--- config.mk ---
export PLATFORM = sky130hd
export DESIGN_NAME = count_tracker
export DESIGN_NICKNAME = d
export VERILOG_FILES = /design/src/rtl/count_tracker.sv
export SDC_FILE = /design/constraint.sdc
export NUM_CORES = 1
export LEC_CHECK = 0
export ABC_AREA = 1
export BUFFER_PORTS_ARGS = -buffer_cell sky130_fd_sc_hd__buf_2
export CORE_UTILIZATION = 51
export CTS_CLUSTER_SIZE = 8
export DETAILED_ROUTE_END_ITERATION = 10
export PLACE_DENSITY_LB_ADDON = 0.05
export SYNTH_ARGS = -nofsm -noshare
export SYNTH_HDL_FRONTEND = slang
export SYNTH_SLANG_ARGS = --single-unit
--- constraint.sdc ---
create_clock -name clk -period 2.1 [get_ports clk]
set_input_delay 0.21 -clock clk [delete_from_list [all_inputs] [get_ports clk]]
set_output_delay 0.21 -clock clk [all_outputs]
set_load 0.005 [all_outputs]
--- src/rtl/count_tracker.sv ---
// Downstream monitor for a free-running counter: wrap epoch tracking, armed/hit compare FSM
// and a single-entry timestamp event output. Optional step checker: COUNT_TRACKER_STEP_CHECK_EN.
module count_tracker #(
  parameter int CNT_W  = 8,
  parameter int WRAP_W = 8
) (
  input  logic                     clk,
  input  logic                     reset,
  input  logic [CNT_W-1:0]         count,
  input  logic [CNT_W-1:0]         cmp_val,
  input  logic                     cmp_load,
  input  logic                     arm,
  input  logic                     disarm,
  input  logic                     cont,
  output logic                     match_pulse,
  output logic                     wrap_pulse,
  output logic [WRAP_W-1:0]        wrap_cnt,
  output logic                     evt_valid,
  input  logic                     evt_ready,
  output logic [WRAP_W+CNT_W-1:0]  evt_data,
  output logic                     evt_ovf,
  output logic                     step_err,
  output logic                     armed
);

  typedef enum logic [1:0] {
    IDLE  = 2'd0,
    ARMED = 2'd1,
    HIT   = 2'd2
  } state_t;

  state_t             state;
  state_t             state_next;
  logic               hit_now;
  logic               wrap_det;
  logic [CNT_W-1:0]   prev_count;
  logic [CNT_W-1:0]   cmp_reg;
  logic [WRAP_W-1:0]  wrap_cnt_next;

  assign wrap_det      = (prev_count == {CNT_W{1'b1}}) && (count == {CNT_W{1'b0}});
  assign wrap_cnt_next = wrap_cnt + {{(WRAP_W-1){1'b0}}, wrap_det};

  // Next-state logic; disarm overrides every other request.
  always_comb begin
    state_next = state;
    hit_now    = 1'b0;
    if (disarm) begin
      state_next = IDLE;
    end else begin
      case (state)
        IDLE: begin
          if (arm) begin
            state_next = ARMED;
          end else begin
            state_next = IDLE;
          end
        end
        ARMED: begin
          if (count == cmp_reg) begin
            state_next = HIT;
            hit_now    = 1'b1;
          end else begin
            state_next = ARMED;
          end
        end
        HIT: begin
          if (cont) begin
            state_next = ARMED;
          end else begin
            state_next = IDLE;
          end
        end
        default: begin
          state_next = IDLE;
        end
      endcase
    end
  end

  // State, sampled counter history, compare register and status pulses.
  always_ff @(posedge clk or negedge reset) begin
    if (!reset) begin
      state       <= IDLE;
      prev_count  <= {CNT_W{1'b0}};
      cmp_reg     <= {CNT_W{1'b0}};
      wrap_cnt    <= {WRAP_W{1'b0}};
      wrap_pulse  <= 1'b0;
      match_pulse <= 1'b0;
      armed       <= 1'b0;
    end else begin
      state       <= state_next;
      prev_count  <= count;
      wrap_cnt    <= wrap_cnt_next;
      wrap_pulse  <= wrap_det;
      match_pulse <= hit_now;
      armed       <= (state_next == ARMED);
      if (cmp_load) begin
        cmp_reg <= cmp_val;
      end else begin
        cmp_reg <= cmp_reg;
      end
    end
  end

  // Single-entry event slot: a hit into a full, unaccepted slot is dropped and flagged.
  always_ff @(posedge clk or negedge reset) begin
    if (!reset) begin
      evt_valid <= 1'b0;
      evt_data  <= {(WRAP_W+CNT_W){1'b0}};
      evt_ovf   <= 1'b0;
    end else begin
      if (hit_now) begin
        if (!evt_valid || evt_ready) begin
          evt_data  <= {wrap_cnt_next, count};
          evt_valid <= 1'b1;
        end else begin
          evt_ovf <= 1'b1;
        end
      end else if (evt_valid && evt_ready) begin
        evt_valid <= 1'b0;
      end else begin
        evt_valid <= evt_valid;
      end
    end
  end

`ifdef COUNT_TRACKER_STEP_CHECK_EN
  logic step_live;
  logic step_bad;

  assign step_bad = (count != (prev_count + {{(CNT_W-1){1'b0}}, 1'b1})) && (count != prev_count);

  // prev_count holds a reset value, not a real sample, on the first edge after reset.
  always_ff @(posedge clk or negedge reset) begin
    if (!reset) begin
      step_live <= 1'b0;
      step_err  <= 1'b0;
    end else begin
      step_live <= 1'b1;
      if (step_live && step_bad) begin
        step_err <= 1'b1;
      end else begin
        step_err <= step_err;
      end
    end
  end
`else
  assign step_err = 1'b0;
`endif

endmodule

==> flow_summary.yaml <==
timing:
  clock_skew_ns: 0.00798
  finalCritPeriodShare_pct: 87.9
  tns_ns: 0
  fin_crit_ns: 1.85
  finalSetupViolCount: 0
  grt_setup_unrepaired: "no"
  fmax_ghz: 0.542
  hold_viol: 0
  slew_viol_final: 0
synthesis:
  syn_nets: 231
  synth_cell_type_count: 25
  syn_inst: 206
  ys_warn_count: 0
  synthTopCellsByArea: "dfrtp_1 (60%), nand2_1 (14%), nand4_1 (6.3%)"
  synth-seq-cells: 47
  syn_area_um2: 1970
  yosysTopAreaCell: "dfrtp_1"
  syn_avg_cell_area_um2: 9.58
  yosysSeqAreaShare_pct: 59.6
  synth_top_area_share_pct: 59.6
pwr:
  p_total_mw: 1.83
  ir_drop_mv: 0.527
  p_leak_nw: 1.43
  power.density_nw_per_um2: 756
global_route:
  grt.total_usage_pct: 21.1
  antenna_found_initial: 0
  grt_max_degree: 48
  grt_overflow: 0
  grt_pass1_wl_mm: 6.40
  grt_pass1_vias: 1399
critical_path:
  r2r_start: "prev_count[6]"
  crit_fanout: 3
  rrSetupSlack_ns: 0.25
  worstPathArrival_ns: 2.09
  critPathCaptureType: "flip-flop"
  worstReg2RegEnd: "evt_data[13]"
  cp.required_ns: 2.35
  start_kind: "flip-flop"
  critPathKind: "reg -> reg"
  reg2reg_depth: 8
detailed_routing:
  drtIter0Drc: 94
  routed_wl_mm: 3.71
  drtPass1Iterations: 4
  via_count: 1500
  drc: 0
  drtAntennaViolNets: 0
  wire_per_inst_um: 11.9
  vias_per_cell: 4.82
clock_tree:
  cts_tree: "done"
  cts_num_sinks: 47
  clock_latency_ns: 0.30
  path_clk_slew_ns: 0.08
  h-tree-depth: 2
  clockRootBuffer: "clkbuf_8"
  clk_path_buf_depth: 2
  numCtsBuffers: 5
floorplanning:
  io_pins: 53
  design.core.area_um2: 3690
  start_util_pct: 53.5
  design.die.area_um2: 4120
  dieHeight_um: 64.2
  chipWidth_um: 64.2
  num_rows: 22
final_layout:
  final_nets: 287
  fin_area_um2: 2420
  syn_to_final_growth_pct: 22.6
  fill_cells: 324
  post-route-util_pct: 65.6
  final_layout_size_suffix_gt1_share_pct: 28.9
  largest_register_ffs: 16
  regMostFlops: "evt_data"
  antenna_cells: 0
placed_design:
  port_buffers: 51
  place_area_um2: 2290
  gp_congestion: 0.775
  dp_hpwl_mm: 2.70
hold_path:
  hold_end: "prev_count[3]"
  hold_class: "in -> reg"
  hold_depth: 1
  hp-start: "count[3]"
status:
  status: "finished clean"
job:
  cap_viol_max_count: 0
[synthesized netlist by cell type]
cell and instances:
nand2_1 73, dfrtp_1 47, nand4_1 20, inv_1 18, o21ai_0 10, nor2_1 5
nand2_2 4, clkbuf_1 3, inv_2 3, xor2_1 3, buf_4 2, ha_1 2
nand3_1 2, nor2_4 2, xnor2_1 2, buf_6 1, conb_1 1, nand2_4 1
nand3_4 1, nand3b_1 1, nor2_2 1, nor2_8 1, nor4_1 1, o21a_1 1
o21bai_1 1
[worst max path at each step]
stage	to	from	slack [ns]	depth (start not counted)
floorplan	evt_data[14]	prev_count[6]	0.37	9
global placement	evt_data[14]	count[6]	0.18	11
detailed placement	evt_data[14]	count[6]	0.15	11
CTS	evt_data[14]	prev_count[6]	0.19	9
global route	evt_data[14]	prev_count[6]	0.07	9
finish	evt_data[13]	prev_count[6]	0.25	8
[cell type report]
cell class / count / area (um^2) / share of cell area [%]
Clock buffer: 6 / 82.6 / 3.41
Sequential cell: 47 / 1180 / 48.6
Clock inverter: 2 / 35.0 / 1.45
Tap cell: 48 / 60.1 / 2.48
Multi-Input combinational cell: 132 / 688 / 28.4
Timing Repair Buffer: 55 / 300 / 12.4
Inverter: 21 / 78.8 / 3.26
[metrics by stage]
step	setup WS [ns]	hold WS, ns	std cells
after floorplan	0.369	-0.0856	206
after global placement	0.176	0.213	302
after detailed placement	0.153	0.211	302
after CTS	0.186	0.0523	311
after global routing	0.0695	0.0501	311
final	0.254	0.0608	311
[layer usage]
metal	track usage (%)	part of all wire (%)	vias up	wire length, um
met5	0	0	-	0
met4	10.0	2.1	0	77
met3	5.36	5.0	6	187
met2	31.1	43	48	1600
met1	29.2	50	675	1840
li1	-	-	771	-
[layout by cell type, fill, tap and decap left out, types with 2 or more instances in the layout]
| cell | n |
|---|---|
| nand2_2 | 4 |
| nand4_1 | 20 |
| clkbuf_8 | 6 |
| nand2_1 | 73 |
| nor2_1 | 5 |
| dfrtp_1 | 47 |
| ha_1 | 2 |
| nor2_4 | 2 |
| xor2_1 | 3 |
| o21ai_0 | 10 |
| inv_1 | 18 |
| buf_2 | 51 |
| xnor2_1 | 2 |
| buf_4 | 2 |
| nand3_1 | 2 |
| inv_2 | 3 |
[cell families after synthesis]
family	count (synthesis)	synth area share, %
AO/OA/AOI/OAI	12	3.30
XOR/XNOR	5	2.22
adder cells (fa/ha/maj)	2	1.27
buffers and inverters	27	5.89
flip-flops	47	59.6
other	1	0.190
AND/OR/NAND/NOR	112	27.6
[timing repair]
action / in CTS / in global routing
hold buffers: 1 / 0
setup endpoints to repair: 0 / 1
gates resized for setup: 0 / 1
setup buffers: 0 / 0
endpoints found under the hold margin: 47 / 0
[worst max-delay path, stage by stage, from the launching register on]
cell	delay (ns)
dfrtp_1	0.33
nand4_1	0.12
nor4_2	0.33
ha_1	0.22
nand3_1	0.12
nor2_1	0.25
xor2_1	0.23
nand4_1	0.12
nand2_1	0.08
[power by group]
part	switching (mW)	internal [mW]	total, mW
Combinational	0.111	0.0714	0.183
Clock	0.291	0.385	0.676
Sequential	0.0219	0.950	0.972
Total	0.425	1.41	1.83
No activity file was read; power rests on OpenSTA's default activity.
